[src/rtl/game_over_banner.sv]
// "GAME OVER" overlay renderer: slides in, blinks, then holds; registered 1-bit-per-channel pixel.
// Optional slide-in phase is enabled by defining BANNER_SLIDE_EN (otherwise trigger goes straight to blink).
module game_over_banner #(
   parameter int         CELL_SHIFT    = 3,
   parameter int         ORG_X         = 192,
   parameter int         ORG_Y         = 180,
   parameter int         SLIDE_START   = 300,
   parameter int         SLIDE_STEP    = 20,
   parameter int         BLINK_FRAMES  = 15,
   parameter int         BLINK_TOGGLES = 6,
   parameter logic [2:0] FG_RGB        = 3'b111
) (
   input  logic       clk,
   input  logic       rst,
   input  logic [9:0] CounterX,
   input  logic [8:0] CounterY,
   input  logic       frame_tick,
   input  logic       trigger,
   input  logic       ack,
   output logic       vga_R,
   output logic       vga_G,
   output logic       vga_B,
   output logic       active,
   output logic       done
);
   localparam int FW = $clog2(BLINK_FRAMES + 1);
   localparam int TW = $clog2(BLINK_TOGGLES + 1);

   typedef enum logic [1:0] {ST_IDLE, ST_SLIDE, ST_BLINK, ST_HOLD} state_t;

   // Glyphs G A M E O V R (+ blank); row 7 is zero padding, bit 6 is the leftmost cell.
   localparam logic [7:0] GLYPH_ROM [0:7][0:7] = '{
      '{8'h3E, 8'h63, 8'h60, 8'h67, 8'h63, 8'h63, 8'h3E, 8'h00},
      '{8'h1C, 8'h36, 8'h63, 8'h63, 8'h7F, 8'h63, 8'h63, 8'h00},
      '{8'h41, 8'h63, 8'h77, 8'h7F, 8'h6B, 8'h63, 8'h63, 8'h00},
      '{8'h7F, 8'h60, 8'h60, 8'h7E, 8'h60, 8'h60, 8'h7F, 8'h00},
      '{8'h3E, 8'h63, 8'h63, 8'h63, 8'h63, 8'h63, 8'h3E, 8'h00},
      '{8'h63, 8'h63, 8'h63, 8'h63, 8'h63, 8'h36, 8'h1C, 8'h00},
      '{8'h7E, 8'h63, 8'h63, 8'h7E, 8'h6C, 8'h66, 8'h63, 8'h00},
      '{8'h00, 8'h00, 8'h00, 8'h00, 8'h00, 8'h00, 8'h00, 8'h00}
   };

   state_t          r_state, w_state_nx;
   logic            r_vis, w_vis_nx;
   logic [FW-1:0]   r_frame, w_frame_nx;
   logic [TW-1:0]   r_tog, w_tog_nx;
   logic [2:0]      r_pix;
   logic [9:0]      w_yoff;

`ifdef BANNER_SLIDE_EN
   logic [9:0]      r_yoff, w_yoff_nx;

   always_ff @(posedge clk) begin
      if (rst) r_yoff <= 10'(SLIDE_START);
      else     r_yoff <= w_yoff_nx;
   end
   assign w_yoff = r_yoff;
`else
   logic            w_unused_slide;
   assign w_unused_slide = (SLIDE_START != SLIDE_STEP);
   assign w_yoff         = '0;
`endif

   always_ff @(posedge clk) begin
      if (rst) begin
         r_state <= ST_IDLE;
         r_vis   <= 1'b0;
         r_frame <= '0;
         r_tog   <= '0;
      end else begin
         r_state <= w_state_nx;
         r_vis   <= w_vis_nx;
         r_frame <= w_frame_nx;
         r_tog   <= w_tog_nx;
      end
   end

   always_comb begin
      w_state_nx = r_state;
      w_vis_nx   = r_vis;
      w_frame_nx = r_frame;
      w_tog_nx   = r_tog;
`ifdef BANNER_SLIDE_EN
      w_yoff_nx  = r_yoff;
`endif
      if (ack && (r_state != ST_IDLE)) begin
         w_state_nx = ST_IDLE;
         w_vis_nx   = 1'b0;
         w_frame_nx = '0;
         w_tog_nx   = '0;
`ifdef BANNER_SLIDE_EN
         w_yoff_nx  = 10'(SLIDE_START);
`endif
      end else begin
         case (r_state)
            ST_IDLE: begin
               if (trigger) begin
`ifdef BANNER_SLIDE_EN
                  w_state_nx = ST_SLIDE;
`else
                  w_state_nx = ST_BLINK;
`endif
                  w_vis_nx   = 1'b1;
                  w_frame_nx = '0;
                  w_tog_nx   = '0;
               end
            end
`ifdef BANNER_SLIDE_EN
            ST_SLIDE: begin
               if (frame_tick) begin
                  if (r_yoff > 10'(SLIDE_STEP)) begin
                     w_yoff_nx = r_yoff - 10'(SLIDE_STEP);
                  end else begin
                     w_yoff_nx  = '0;
                     w_state_nx = ST_BLINK;
                  end
               end
            end
`endif
            ST_BLINK: begin
               if (frame_tick) begin
                  if (r_frame == FW'(BLINK_FRAMES - 1)) begin
                     w_frame_nx = '0;
                     w_tog_nx   = r_tog + TW'(1);
                     if (w_tog_nx == TW'(BLINK_TOGGLES)) begin
                        w_state_nx = ST_HOLD;
                        w_vis_nx   = 1'b1;
                     end else begin
                        w_vis_nx   = ~r_vis;
                     end
                  end else begin
                     w_frame_nx = r_frame + FW'(1);
                  end
               end
            end
            ST_HOLD: w_vis_nx = 1'b1;
            default: w_state_nx = ST_IDLE;
         endcase
      end
   end

   // Negative offsets are caught by the sign bit before the cell indices are used.
   logic [10:0] w_dx, w_dy, w_col, w_row;
   logic [2:0]  w_ch;
   logic [7:0]  w_glyph_row;
   logic        w_hit, w_pix_on;

   assign w_dx = {1'b0, CounterX} - 11'(ORG_X);
   assign w_dy = {2'b00, CounterY} - 11'(ORG_Y) - {1'b0, w_yoff};
   assign w_col = w_dx >> CELL_SHIFT;
   assign w_row = w_dy >> CELL_SHIFT;

   always_comb begin
      case ({w_row[3], w_col[4:3]})
         3'd0:    w_ch = 3'd0;
         3'd1:    w_ch = 3'd1;
         3'd2:    w_ch = 3'd2;
         3'd3:    w_ch = 3'd3;
         3'd4:    w_ch = 3'd4;
         3'd5:    w_ch = 3'd5;
         3'd6:    w_ch = 3'd3;
         default: w_ch = 3'd6;
      endcase
   end

   assign w_glyph_row = GLYPH_ROM[w_ch][w_row[2:0]];
   assign w_hit = !w_dx[10] && !w_dy[10] && (w_col < 11'd31) && (w_row < 11'd15)
                  && (w_col[2:0] != 3'd7) && (w_row[2:0] != 3'd7)
                  && w_glyph_row[3'd6 - w_col[2:0]];
   assign w_pix_on = w_hit && r_vis && (r_state != ST_IDLE);

   always_ff @(posedge clk) begin
      if (rst) r_pix <= '0;
      else     r_pix <= w_pix_on ? FG_RGB : 3'b000;
   end

   assign {vga_R, vga_G, vga_B} = r_pix;
   assign active = (r_state != ST_IDLE);
   assign done   = (r_state == ST_HOLD);
endmodule

[config.mk]
export PLATFORM = sky130hd
export DESIGN_NAME = game_over_banner
export DESIGN_NICKNAME = d
export VERILOG_FILES = /design/src/rtl/game_over_banner.sv
export SDC_FILE = /design/constraint.sdc
export NUM_CORES = 1
export LEC_CHECK = 0
export ABC_CLOCK_PERIOD_IN_PS = 3170
export CAP_MARGIN = 15
export CORE_MARGIN = 4
export CORE_UTILIZATION = 30
export DETAILED_ROUTE_END_ITERATION = 8
export REMOVE_ABC_BUFFERS = 1
export SYNTH_ARGS = -nofsm -noshare
export SYNTH_HDL_FRONTEND = slang
export SYNTH_SLANG_ARGS = --single-unit
[constraint.sdc]
create_clock -name clk -period 3.17 [get_ports clk]
set_input_delay 0.634 -clock clk [delete_from_list [all_inputs] [get_ports clk]]
set_output_delay 0.634 -clock clk [all_outputs]
set_load 0.02 [all_outputs]
==> run summary <==
Outcome -> completed
ANT cells -> 0
DRC Markers -> 0
Yosys top cell by area -> dfxtp_1
Reg-to-reg startpoint -> r_state[1]
Netlist cell types -> 64
First-pass GRT wire length -> 8040 um
Number of synthesized flops with an enable pin -> 0
Post-DRT Antenna Nets -> 0
Post-synthesis adder-cell area fraction -> 10.2%
Largest net degree at the start of global routing -> 12
Total Routing Usage GR -> 13.3%
FMAX -> 0.331 GHz
Filler cell count -> 557
Final setup vio count -> 0
Clk_lat worst skew -> 0.23 ns
Routed len/inst -> 13.4 um
Critical path class -> in -> reg
Die Ht -> 83.0 um
Max Root-Sink Buffers -> 2
Routed WL -> 4660 um
Nets -> 315
Critical hold path startpoint -> r_vis
Row count -> 27
Mapped cell area -> 1690 um^2
Seq. cell area -> 220 um^2
Critical path endpoint category -> flop
Share of layout cells above drive strength 1 -> 23.5%
Leading post-synthesis cells by cell area -> dfxtp_1 (13%), ha_1 (9.7%), nor2_1 (5.3%)
Full die area -> 6880 um^2
Antenna violations before repair -> 0
Via/cell ratio -> 5.29
Io pins -> 29
Async SR Flop Fraction -> 0%
Most common cell after layout, fill and taps aside -> buf_4
Tot Pwr -> 647 uW
Commonest non-fill, non-tap cells in the layout -> buf_4 (43), nor2_1 (24), clkdlybuf4s50_1 (21)
Hold Path Class -> reg -> reg
TritonCTS Buffers -> 3
Top_reg_cell synth -> dfxtp_1
VDD IR max -> 0.249 mV
Final Wtd Congestion -> 0.909
Core Footprint -> 5470 um^2
Root Driver -> clkbuf_8
Cell Pwr Density -> 279 nW/um^2
Max-Cap Viols -> 0
Synth warn -> 0
Starting Density -> 30.8%
Simple-gate share of the synthesized area -> 25.8%
CTS tree -> yes
Worst rel slew slack -> 60.8%
Port Buffer Count -> 23
Routed vias -> 1846
Seq/Total Area, Yosys -> 13.1%
Max-slew violations -> 0
Num Clock Sinks -> 11
Multi-input gate area -> 1320 um^2
Crit share post-route -> 95.2%
Slew @ Worst Pin -> 0.583 ns
Layout area overhead -> 37.3%
WP data arrival -> 3.15 ns
Die W -> 83.0 um
Startpoint types -> input port
Crit-path max FO -> 5
Compound-cell area share of the yosys netlist -> 32.4%
Clock skew -> 0.00504 ns
DP Area -> 2240 um^2
GR Overflow Total -> 0
Mux contribution to synthesized area -> 1.19%
Flops & latches, synth -> 11
Post-DP HPWL -> 3780 um
Setup crit start -> CounterY[2]
First-pass iteration count of the detailed router -> 4
Clock transition at path regs -> 0.05 ns
H-Tree Depth -> 1
Syn Inst Count -> 221
Worst endpoint required time -> 3.30 ns
RSZ-0062 raised after global routing -> no
Fin area -> 2310 um^2
Mean Syn Cell Area -> 7.63 um^2
Hold buffer count at cts -> 0
Leak -> 0.000959 uW
Largest family of logic cells by synthesized area -> compound AO/OA/AOI/OAI gates
Endpoints failing hold -> 0
Vias in the first global route -> 1742
Post-CTS Setup Bufs -> 0
Tmin final -> 3.02 ns
DR iter-0 viols -> 91
Post-synth top area share -> 13.1%
Post-Synth XOR/XNOR Area -> 7.05%
area by class of cell:
cell class / instances / share of cell area [%]
inverters: 12 / 1.95
multi-input cells: 182 / 56.9
clock buffers: 4 / 1.95
flip-flops and latches: 11 / 9.51
repair buffers: 68 / 25.8
well taps: 72 / 3.89
power by group:
| part | internal [uW] | leakage (uW) | total [uW] | switching [uW] |
|---|---|---|---|---|
| clock | 88.2 | 0.0000228 | 139 | 50.8 |
| combinational | 174 | 0.000847 | 355 | 180 |
| sequential | 145 | 0.0000894 | 153 | 7.88 |
cells by family (layout without fill, tap and decap cells):
family / after synthesis / after routing
fa+ha+maj: 14 / 14
xor+xnor: 12 / 12
simple gates: 77 / 77
compound gates: 77 / 77
flops: 11 / 11
buf+inv: 28 / 84
mux: 2 / 2
flip-flops by register name, indices dropped and copies added (netlist names):
name and count:
r_frame 4, r_tog 3, r_state 2, r_pix 1, r_vis 1
synth_stat cells, drive strengths merged, types with 5 or more instances:
cell type	count
ha	13
xor2	5
nand3	9
nand2	8
xnor2	6
nor2	24
o21ai	16
dfxtp	11
a31oi	6
inv	12
buf	13
a21oi	16
per-layer routing:
| metal | GRT usage, % | share of wire (%) |
|---|---|---|
| met1 | 20.4 | 48 |
| met2 | 20.1 | 44 |
| met3 | 1.39 | 7.2 |
| met4 | 2.53 | 0.96 |
| met5 | 0 | 0 |
metrics by stage:
step | cells | TNS, ns | utilization [%] | hold WS (ns) | worst slack (ns)
finish | 349 | 0 | 42.3 | 0.476 | 0.151
global route | 349 | 0 | 42.3 | 0.516 | 0.0479
CTS | 349 | 0 | 41.7 | 0.472 | 0.0113
detailed placement | 345 | -0.218 | 40.9 | 0.457 | -0.218
global placement | 345 | -0.221 | 40.9 | 0.460 | -0.221
floorplan | 205 | 0 | - | 0.436 | 0.283
final timing paths:
kind | endpoint | slack, ns | depth (start not counted)
worst max-delay path | r_pix[1] | 0.15 | 10
worst min-delay path | r_vis | 0.48 | 1
worst max register to register | r_tog[2] | 1.41 | 5
worst min register to register | r_vis | 0.48 | 1
what timing repair did:
action,in CTS,in global routing
resized for setup,0,8
endpoints found under the hold margin,0,0
setup endpoints to repair,0,1
worst max-delay path, stage by stage:
cell,delay [ns]
clkdlybuf4s50_1,0.48
inv_1,0.05
ha_1,0.24
and3b_1,0.30
o21a_1,0.24
o21ai_0,0.10
a221o_1,0.36
o311a_1,0.33
o21ai_0,0.14
nor4bb_2,0.29
(Power assumes the default switching activity.)
